File: config.mk
export PLATFORM = sky130hd
export DESIGN_NAME = jbcd_adder_manual_flat
export DESIGN_NICKNAME = d
export VERILOG_FILES = /design/src/rtl/jbcd_adder_manual_if.sv /design/src/rtl/jbcd_adder_manual.sv /design/src/flat_wrapper.sv
export SDC_FILE = /design/constraint.sdc
export NUM_CORES = 1
export LEC_CHECK = 0
export ABC_AREA = 1
export ABC_CLOCK_PERIOD_IN_PS = 800
export BUFFER_PORTS_ARGS = -buffer_cell sky130_fd_sc_hd__buf_2
export CORE_AREA = 2 2 39 41
export CTS_BUF_LIST = sky130_fd_sc_hd__clkbuf_4 sky130_fd_sc_hd__clkbuf_8
export DETAILED_ROUTE_END_ITERATION = 7
export DIE_AREA = 0 0 41 43
export MAX_ROUTING_LAYER = met4
export PLACE_DENSITY = 0.52
export SKIP_CTS_REPAIR_TIMING = 1
export SLEW_MARGIN = 5
export SYNTH_ARGS = -nofsm -noshare
export SYNTH_HDL_FRONTEND = slang
export SYNTH_SLANG_ARGS = --single-unit
File: constraint.sdc
create_clock -name clk -period 0.8 [get_ports clk]
set_input_delay 0.08 -clock clk [delete_from_list [all_inputs] [get_ports clk]]
set_output_delay 0.08 -clock clk [all_outputs]
set_load 0.05 [all_outputs]
File: src/rtl/jbcd_adder_manual_if.sv
// Digit-slice bus for the BCD adder: the two addend digits and carry-in travel in,
// the registered sum digit and decimal carry-out travel back.
interface jbcd_adder_manual_if;
  logic [3:0] A;
  logic [3:0] B;
  logic       carryin;
  logic [3:0] Y;
  logic       carryout;

  // No valid/ready: the master presents a new digit pair every cycle and the
  // slave returns its result exactly one rising edge later.
  modport master (output A, output B, output carryin, input Y, input carryout);
  modport slave  (input A, input B, input carryin, output Y, output carryout);
endinterface

File: src/rtl/jbcd_adder_manual.sv
// Single-digit BCD adder: gate-level binary ripple add, >9 detect, +6 correction,
// then a registered output stage so combinational glitches never reach the ports.
module jbcd_adder_manual (
  input logic                 clk,
  input logic                 rst_n,
  jbcd_adder_manual_if.slave  bus
);

  logic [4:0] w_c1;
  logic [3:0] w_s;
  logic       w_k;
  logic       w_c;
  logic [3:0] w_corr;
  logic [3:0] w_c2;
  logic [3:0] w_z;
  logic [3:0] r_y;
  logic       r_carry;

  assign w_c1[0] = bus.carryin;

  for (genvar i = 0; i < 4; i++) begin : g_add1
    assign w_s[i]    = bus.A[i] ^ bus.B[i] ^ w_c1[i];
    assign w_c1[i+1] = (bus.A[i] & bus.B[i]) | (w_c1[i] & (bus.A[i] ^ bus.B[i]));
  end

  assign w_k    = w_c1[4];
  assign w_c    = w_k | (w_s[3] & w_s[2]) | (w_s[3] & w_s[1]);
  assign w_corr = {1'b0, w_c, w_c, 1'b0};

  // The carry out of bit 3 of the correction chain is never built: it is discarded.
  assign w_c2[0] = 1'b0;

  for (genvar i = 0; i < 4; i++) begin : g_add2
    assign w_z[i] = w_s[i] ^ w_corr[i] ^ w_c2[i];
    if (i < 3) begin : g_cy
      assign w_c2[i+1] = (w_s[i] & w_corr[i]) | (w_c2[i] & (w_s[i] ^ w_corr[i]));
    end
  end

  always_ff @(posedge clk or negedge rst_n) begin
    if (!rst_n) begin
      r_y     <= 4'd0;
      r_carry <= 1'b0;
    end else begin
      r_y     <= w_z;
      r_carry <= w_c;
    end
  end

  assign bus.Y        = r_y;
  assign bus.carryout = r_carry;

endmodule

File: src/flat_wrapper.sv
// flat-port wrapper written by rule: the top's interface ports become plain ports
module jbcd_adder_manual_flat 
  (clk, rst_n, bus_A, bus_B, bus_carryin, bus_Y, bus_carryout);
  jbcd_adder_manual_if bus_i ();
  input logic clk;
  input logic rst_n;
  input wire logic [$bits(bus_i.A)-1:0] bus_A;
  input wire logic [$bits(bus_i.B)-1:0] bus_B;
  input wire logic [$bits(bus_i.carryin)-1:0] bus_carryin;
  output wire logic [$bits(bus_i.Y)-1:0] bus_Y;
  output wire logic [$bits(bus_i.carryout)-1:0] bus_carryout;
  assign bus_i.A = bus_A;
  assign bus_i.B = bus_B;
  assign bus_i.carryin = bus_carryin;
  assign bus_Y = bus_i.Y;
  assign bus_carryout = bus_i.carryout;
  jbcd_adder_manual u_core (.clk(clk), .rst_n(rst_n), .bus(bus_i));
endmodule
==> impl_metrics.csv, run 1 <==
group,metric,value,unit
synth,ys_warn_count,0,
pwr,power_density,2746,nW/µm²
floorplan,die_w,41,µm
worst_setup_path,path_class,"input pin to flop",
timing,rsz0062_at_grt,"true",
cts,clockBufferDepth,2,
timing,slew_violations,0,
place,hpwl,395.3,µm
grt,grtUsageTotal,0.06625,
grt,grt_pass1_vias,214,
synth,yosys.area.top_type,"dfrtp_1",
route,wl,466,µm
cts,numCtsBuffers,3,
timing,max_freq,0.4416,GHz
synth,synth.most_common_cell,"inv_1",
floorplan,die_h,43,µm
synth,ys_async_sr_fraction,1.000,
cts,h-tree-depth,1,
route,ant_nets,0,
worst_setup_path,crit_family,"adder cells",
worst_setup_path,crit_arrival,2.39,ns
final_layout,final_cells,70,
floorplan,ios,16,
final_layout,drive_gt1_frac,0.6111,
timing,finalCriticalPeriod,2.265,ns
synth,yosys_most_used_dff,"dfrtp_1",
worst_setup_path,required,0.92,ns
cts,cts_sinks,5,
synth,synth_top_area_share,0.4016,
timing,timing.slew.headroom,0.9226,
synth,synthDistinctLibCells,7,
place,gp_congestion,0.6011,
worst_setup_path,cpMostUsedCell,"fa_2",
final_layout,fin_nets,72,
final_layout,area_delta_synth_final,81.12,%
status,violations,"setup timing",
route,drt_iter0_markers,1,
flow_run,drv_cap,0,
cts,clk_pin_slew_worst_paths,0.04,ns
synth,synth-seq-area-share,0.4016,
grt,grt_max_degree,6,
synth,netlist_area,311.5,µm²
place,dp.cells,64,
route,wl_per_cell,6.657,µm
route,dr_total_vias,246,
final_layout,fin_util,0.4078,
timing,finalSetupViolCount,9,
route,route.met3.wl,43,µm
floorplan,num_rows,14,
status,status,"finished, violations left",
pwr,total_power,1.549,mW
worst_setup_path,crit_path_max_fanout,2,
route,drt-met1-wl,167,µm
pwr,leakage,0.3003,nW
route,drt_first_pass_iters,2,
worst_setup_path,crit_path_end_kind,"flop",
worst_setup_path,cp-start-kind,"input pin",
final_layout,diodes,0,
cts,cts_tree,"yes",
timing,period_share,2.831,
worst_setup_path,crit_chain,"buf_6, fa_2, inv_2, fa_2, fa_2, fa_1, inv_1, nand2_1, nand2_2, ha_4, inv_2, fa_1, xor2_1",
route,vias_per_cell,3.514,
route,routed.top_layer,"met4",
synth,synth_common_cells,"12 x inv_1, 5 x dfrtp_1, 5 x fa_1, 3 x nand2_1",
timing,setup_tns,-5.147,ns
grt,grt-ovfl-total,0,
grt,grt_pass1_wl,724,µm
synth,ys_ff_latch,5,
hold_path,hp-class,"input pin to flop",
floorplan,initial_core_util,0.2251,
floorplan,design.core.area,1384,µm²
route,met2RoutedLength,238,µm
floorplan,dieArea,1763,µm²
timing,hold_violations,0,
timing,setup_ws,-1.465,ns
synth,synth_area_per_cell,11.13,µm²
cts,cts_root_buffer,"clkbuf_4",
worst_setup_path,cp_slowest_stage_delay,0.45,ns
timing,worst_pin_slew,0.1158,ns
worst_setup_path,path_buf_inv,4,
grt,antenna_found_initial,0,
pwr,ir_drop,0.8682,mV
synth,syn_inst,28,
synth,synth.area.top_cells,"dfrtp_1 40%, fa_1 32%, inv_1 14%",
synth,synth_edf_count,0,
synth,synth_fp_nets,45,
place,port_buffers,15,
worst_setup_path,critPathSlowestCell,"fa_1",
route,drc_errors,0,
==> layout by cell type, fill, tap and decap left out <==
cell type	Yosys	final
clkbuf_4	0	4
inv_1	12	10
buf_6	0	8
a21oi_2	1	1
inv_2	0	2
ha_4	0	1
dfrtp_1	5	5
buf_2	0	7
nand2_1	3	2
dlygate4sd3_1	0	1
buf_4	0	6
fa_1	5	2
nand2_2	0	1
fa_2	0	3
xor2_1	1	1
==> worst paths after layout <==
kind / from / endpoint / cells past startpoint
min in group asynchronous: rst_n / u_core.bus.Y[3] / 2
min: bus_A[0] / u_core.bus.Y[0] / 2
max in group asynchronous: rst_n / u_core.bus.Y[0] / 2
max: bus_carryin / u_core.bus.Y[3] / 13
==> layout make-up <==
class	instances	area, µm²
repair buffers	22	180.2
fillers	151	819.5
clock buffers	4	30.03
multi-input cells	11	163.9
well taps	16	20.02
flip-flops and latches	5	125.1
inverters	12	45.04
==> metrics by stage <==
step                      worst slack [ns]  area [µm²]  hold slack, ns
after floorplan                     -1.658       316.6         -0.2156
after global placement              -1.806       449.2         -0.1050
after detailed placement            -1.810       449.2         -0.1034
after CTS                           -1.555       479.2         -0.3609
after global routing                -1.571       564.3          0.1260
final                               -1.465       564.3          0.1198
==> report_power, final <==
group / total (mW) / leakage [nW] / internal (mW) / switching [mW]
clock: 0.317 / 0.0184 / 0.222 / 0.0952
combinational: 0.856 / 0.225 / 0.362 / 0.494
sequential: 0.376 / 0.0572 / 0.341 / 0.0356
total: 1.55 / 0.300 / 0.924 / 0.625
==> kinds of logic (layout without fill, tap and decap cells) <==
| family | count (synthesis) | count (layout) | share of synthesized area |
|---|---|---|---|
| AOI/OAI and AO/OA | 1 | 1 | 0.02812 |
| xor gates and xnor gates | 1 | 1 | 0.02812 |
| adders and majority gates | 6 | 6 | 0.3615 |
| buffers and inverters | 12 | 38 | 0.1446 |
| DFF | 5 | 5 | 0.4016 |
| and+or+nand+nor | 3 | 3 | 0.03614 |
==> state kept, by name, summed over array words and instances, names as in the netlist <==
name	flops
u_core.bus.Y	4
u_core.bus.carryout	1
==> layer usage <==
layer	up-vias	GRT usage
met5	-	-
met4	0	0.08000
met3	2	0.01571
met2	13	0.09375
met1	105	0.06230
li1	126	-
No activity file was read; power rests on OpenSTA's default activity.
==> run 2: changes to the inputs <==
--- a/config.mk
+++ b/config.mk
@@ -9,7 +9,7 @@
 export ABC_CLOCK_PERIOD_IN_PS = 800
 export BUFFER_PORTS_ARGS = -buffer_cell sky130_fd_sc_hd__buf_2
 export CORE_AREA = 2 2 39 41
-export CTS_BUF_LIST = sky130_fd_sc_hd__clkbuf_4 sky130_fd_sc_hd__clkbuf_8
+export CTS_BUF_LIST = sky130_fd_sc_hd__clkbuf_16
 export DETAILED_ROUTE_END_ITERATION = 7
 export DIE_AREA = 0 0 41 43
 export MAX_ROUTING_LAYER = met4
==> impl_metrics.csv, run 2 (synthesized netlist as in run 1, its figures left out) <==
group,metric,value,unit
pwr,ir_drop,0.8384,mV
final_layout,layout_commonest_cell,"inv_1",
floorplan,ios,16,
worst_setup_path,crit_arrival,2.40,ns
timing,rsz0062_at_grt,"true",
grt,grt_pass1_vias,239,
route,ant_nets,0,
timing,hold_violations,0,
worst_setup_path,cp-start-kind,"input pin",
timing,period_share,2.858,
grt,grt_max_degree,6,
final_layout,diodes,0,
route,wl_per_cell,7.714,µm
pwr,power_density,3330,nW/µm²
timing,finalCriticalPeriod,2.286,ns
worst_setup_path,path_class,"input pin to flop",
timing,finalSetupViolCount,9,
timing,slew_violations,0,
cts,h-tree-depth,1,
timing,setup_tns,-5.170,ns
grt,antenna_found_initial,0,
floorplan,die_h,43,µm
final_layout,final_cell_mix,"11 x inv_1, 8 x buf_6, 7 x buf_2, 6 x buf_4, 5 x dfrtp_1",
floorplan,design.core.area,1384,µm²
status,status,"finished, violations left",
route,drt_iter0_markers,0,
cts,numCtsBuffers,3,
floorplan,num_rows,14,
route,dr_total_vias,247,
place,dp.cells,64,
cts,cts_root_buffer,"clkbuf_16",
timing,worst_pin_slew,0.1199,ns
cts,clockBufferDepth,2,
floorplan,initial_core_util,0.2251,
route,wl,540,µm
cts,cts_sinks,5,
route,vias_per_cell,3.529,
floorplan,dieArea,1763,µm²
final_layout,fin_util,0.4430,
pwr,leakage,0.3242,nW
final_layout,drive_gt1_frac,0.5926,
timing,max_freq,0.4374,GHz
cts,clk_pin_slew_worst_paths,0.03,ns
grt,grt_pass1_wl,855,µm
route,drc_errors,0,
worst_setup_path,crit_path_max_fanout,2,
cts,cts_tree,"yes",
pwr,total_power,2.041,mW
place,port_buffers,15,
status,violations,"setup timing",
final_layout,largest_reg_flops,4,
timing,hold-worst-slack,0.1314,ns
grt,grtUsageTotal,0.07979,
worst_setup_path,required,0.91,ns
timing,timing.slew.headroom,0.9201,
place,hpwl,395.3,µm
timing,setup_ws,-1.486,ns
flow_run,drv_cap,0,
place,gp_congestion,0.6011,
hold_path,hp-class,"input pin to flop",
final_layout,final_cells,70,
final_layout,fin_nets,72,
worst_setup_path,crit_path_end_kind,"flop",
grt,grt-ovfl-total,0,
floorplan,die_w,41,µm
route,drt_first_pass_iters,1,
final_layout,area_delta_synth_final,96.79,%
==> run 2: worst max-delay path: stages <==
cell,delay (ns)
buf_6,0.07
fa_2,0.19
inv_2,0.04
fa_2,0.33
fa_2,0.34
fa_1,0.45
inv_1,0.08
nand2_1,0.06
nand2_2,0.09
ha_4,0.13
inv_2,0.03
fa_1,0.36
xor2_1,0.15
==> run 2: final timing paths <==
path / from / endpoint / cells past startpoint / slack [ns]
min in group asynchronous: rst_n / u_core.bus.Y[1] / 2 / 0.19
max in group asynchronous: rst_n / u_core.bus.Y[2] / 2 / 0.48
max: bus_carryin / u_core.bus.Y[3] / 13 / -1.49
min: bus_A[0] / u_core.bus.Y[0] / 2 / 0.13
==> run 2: report_power, final <==
part / total, mW / internal, mW / switching, mW / leakage (nW)
Sequential: 0.378 / 0.341 / 0.0366 / 0.0572
Combinational: 0.861 / 0.363 / 0.498 / 0.225
Clock: 0.803 / 0.646 / 0.156 / 0.0423
Total: 2.04 / 1.35 / 0.691 / 0.324
==> run 2: metrics by stage <==
step                      setup slack, ns  instance area (µm²)
final                              -1.486                613.1
after global placement             -1.806                449.2
after CTS                          -1.579                528.0
after detailed placement           -1.810                449.2
after global routing               -1.595                613.1
after floorplan                    -1.658                316.6
==> run 2: per-layer routing <==
metal	routed length [µm]	up-vias	part of all wire	track usage
li1	-	126	-	-
met5	0	-	0	-
met3	44	2	0.081	0.03141
met4	16	0	0.030	0.08000
met2	276	13	0.51	0.1125
met1	202	106	0.37	0.07566
==> run 2: final cells by class <==
type,count,area (µm²)
Clock inverter,1,3.754
Timing Repair Buffer,22,180.2
Tap cell,16,20.02
Inverter,12,45.04
Sequential cell,5,125.1
Fill cell,142,770.7
Clock buffer,3,75.07
Multi-Input combinational cell,11,163.9
==> run 3: changes to the inputs <==
--- a/config.mk
+++ b/config.mk
@@ -5,7 +5,6 @@
 export SDC_FILE = /design/constraint.sdc
 export NUM_CORES = 1
 export LEC_CHECK = 0
-export ABC_AREA = 1
 export ABC_CLOCK_PERIOD_IN_PS = 800
 export BUFFER_PORTS_ARGS = -buffer_cell sky130_fd_sc_hd__buf_2
 export CORE_AREA = 2 2 39 41
@@ -13,7 +12,7 @@
 export DETAILED_ROUTE_END_ITERATION = 7
 export DIE_AREA = 0 0 41 43
 export MAX_ROUTING_LAYER = met4
-export PLACE_DENSITY = 0.52
+export PLACE_DENSITY = 0.51
 export SKIP_CTS_REPAIR_TIMING = 1
 export SLEW_MARGIN = 5
 export SYNTH_ARGS = -nofsm -noshare
==> impl_metrics.csv, run 3 <==
group,metric,value,unit
status,status,"finished, violations left",
status,violations,"setup timing",
place,hpwl,425.8,µm
worst_setup_path,crit_path_max_fanout,2,
worst_setup_path,cp-endpoint,"u_core.bus.Y[3]",
pwr,power_density,3393,nW/µm²
route,dr_total_vias,243,
synth,ys_ff_latch,5,
cts,clockBufferDepth,2,
final_layout,fin_util,0.4250,
synth,synth_fp_nets,42,
place,gp_congestion,0.6845,
worst_setup_path,path_class,"input pin to flop",
final_layout,final_cell_mix,"9 x inv_1, 8 x buf_6, 7 x buf_2, 5 x dfrtp_1, 4 x buf_4",
route,vias_per_cell,3.738,
floorplan,num_rows,14,
synth,synthDistinctLibCells,8,
grt,grt_max_degree,6,
final_layout,fin_nets,67,
final_layout,largest_reg_flops,4,
timing,setup_ws,-1.541,ns
cts,cts_tree,"yes",
timing,hold-worst-slack,0.1392,ns
floorplan,die_h,43,µm
worst_setup_path,required,0.91,ns
final_layout,diodes,0,
timing,timing.slew.headroom,0.9264,
final_layout,regArea,125.1,µm²
pwr,ir_drop,0.7076,mV
place,port_buffers,15,
cts,clk_pin_slew_worst_paths,0.03,ns
worst_setup_path,crit_arrival,2.45,ns
route,drc_errors,0,
hold_path,hp-class,"input pin to flop",
grt,grtUsageTotal,0.08108,
timing,slew_violations,0,
timing,max_freq,0.4272,GHz
grt,grt-ovfl-total,0,
synth,synth.area.top_cells,"dfrtp_1 41%, fa_1 33%, inv_1 12%",
synth,ys_warn_count,0,
timing,finalCriticalPeriod,2.341,ns
synth,synth_common_cells,"10 x inv_1, 5 x dfrtp_1, 5 x fa_1",
cts,cts_sinks,5,
timing,hold_violations,0,
floorplan,initial_core_util,0.2179,
worst_setup_path,crit_start,"bus_carryin",
cts,cts_root_buffer,"clkbuf_16",
final_layout,fillCellCount,138,
timing,rsz0062_at_grt,"true",
synth,synth.most_common_cell,"inv_1",
final_layout,area_delta_synth_final,95.02,%
synth,syn_inst,25,
cts,h-tree-depth,1,
floorplan,die_w,41,µm
floorplan,dieArea,1763,µm²
route,wl_per_cell,7.815,µm
route,drt_first_pass_iters,1,
synth,synth_edf_count,0,
synth,yosys_most_used_dff,"dfrtp_1",
pwr,leakage,0.3058,nW
synth,ys_async_sr_fraction,1.000,
route,wl,508,µm
cts,numCtsBuffers,3,
route,drt_iter0_markers,0,
timing,worst_pin_slew,0.1100,ns
timing,finalSetupViolCount,9,
synth,synth-seq-area-share,0.4149,
final_layout,layout_commonest_cell,"inv_1",
timing,period_share,2.926,
route,ant_nets,0,
grt,grt_pass1_wl,869,µm
synth,synth_top_area_share,0.4149,
grt,antenna_found_initial,0,
final_layout,drive_gt1_frac,0.5918,
synth,yosys.area.top_type,"dfrtp_1",
final_layout,multi_input_area,161.4,µm²
place,dpl_cell_area,424.2,µm²
worst_setup_path,crit_path_end_kind,"flop",
floorplan,ios,16,
synth,netlist_area,301.5,µm²
grt,grt_pass1_vias,235,
final_layout,fin_area,588.1,µm²
synth,synth_area_per_cell,12.06,µm²
worst_setup_path,cp-start-kind,"input pin",
flow_run,drv_cap,0,
floorplan,design.core.area,1384,µm²
==> run 3: metrics by stage <==
stage | total power [mW] | TNS (ns) | setup slack [ns] | cells
3_3_place_gp | 1.013 | -6.372 | -1.867 | 59
4_1_cts | 1.842 | -5.843 | -1.636 | 63
2_1_floorplan | 0.8354 | -5.583 | -1.689 | 25
3_5_place_dp | 1.023 | -6.399 | -1.878 | 59
6_report | 1.995 | -5.320 | -1.541 | 65
5_1_grt | 2.119 | -5.807 | -1.649 | 65
==> run 3: how the worst min path moves through the flow <==
stage	startpoint	endpoint	slack, ns	cells past startpoint
finish	bus_A[0]	u_core.bus.Y[0]	0.14	2
detailed placement	rst_n	u_core.bus.Y[3]	-0.10	1
global route	bus_A[0]	u_core.bus.Y[0]	0.15	2
floorplan	rst_n	u_core.bus.Y[0]	-0.22	0
global placement	rst_n	u_core.bus.Y[1]	-0.11	1
CTS	rst_n	u_core.bus.Y[3]	-0.34	1
==> run 3: per-layer routing <==
| metal | track usage | vias up | wire [µm] |
|---|---|---|---|
| li1 | - | 115 | - |
| met1 | 0.08306 | 115 | 183 |
| met2 | 0.1094 | 13 | 267 |
| met3 | 0.03141 | 0 | 57 |
| met4 | 0.08000 | 0 | 0 |
| met5 | - | - | 0 |
==> run 3: area by class of cell <==
cell class | instances | share of cell area
clock buffers | 3 | 0.1277
clock inverters | 1 | 0.006383
inverters | 10 | 0.06383
multi-input cells | 10 | 0.2745
flip-flops and latches | 5 | 0.2128
well taps | 16 | 0.03404
repair buffers | 20 | 0.2809
==> run 3: power breakdown <==
part           total [mW]  switching (mW)  leakage (nW)  internal (mW)
Sequential          0.382          0.0400        0.0572          0.342
Clock               0.798           0.152        0.0423          0.646
Combinational       0.815           0.478         0.206          0.337
==> run 3: cell families (layout without fill, tap and decap cells) <==
family / after synthesis / after routing / synth area share
DFF: 5 / 5 / 0.4149
adders and majority gates: 6 / 6 / 0.3735
AOI/OAI and AO/OA: 1 / 1 / 0.02491
buffers and inverters: 10 / 34 / 0.1245
xor gates and xnor gates: 1 / 1 / 0.02905
and+or+nand+nor: 2 / 2 / 0.03320
==> run 3: critical path, cell delays in order <==
cell     delay, ns
buf_6         0.07
fa_2          0.19
inv_2         0.04
fa_2          0.33
fa_2          0.34
fa_1          0.46
a21o_1        0.18
nand2_2       0.09
ha_4          0.13
inv_2         0.03
fa_1          0.36
xor2_1        0.15
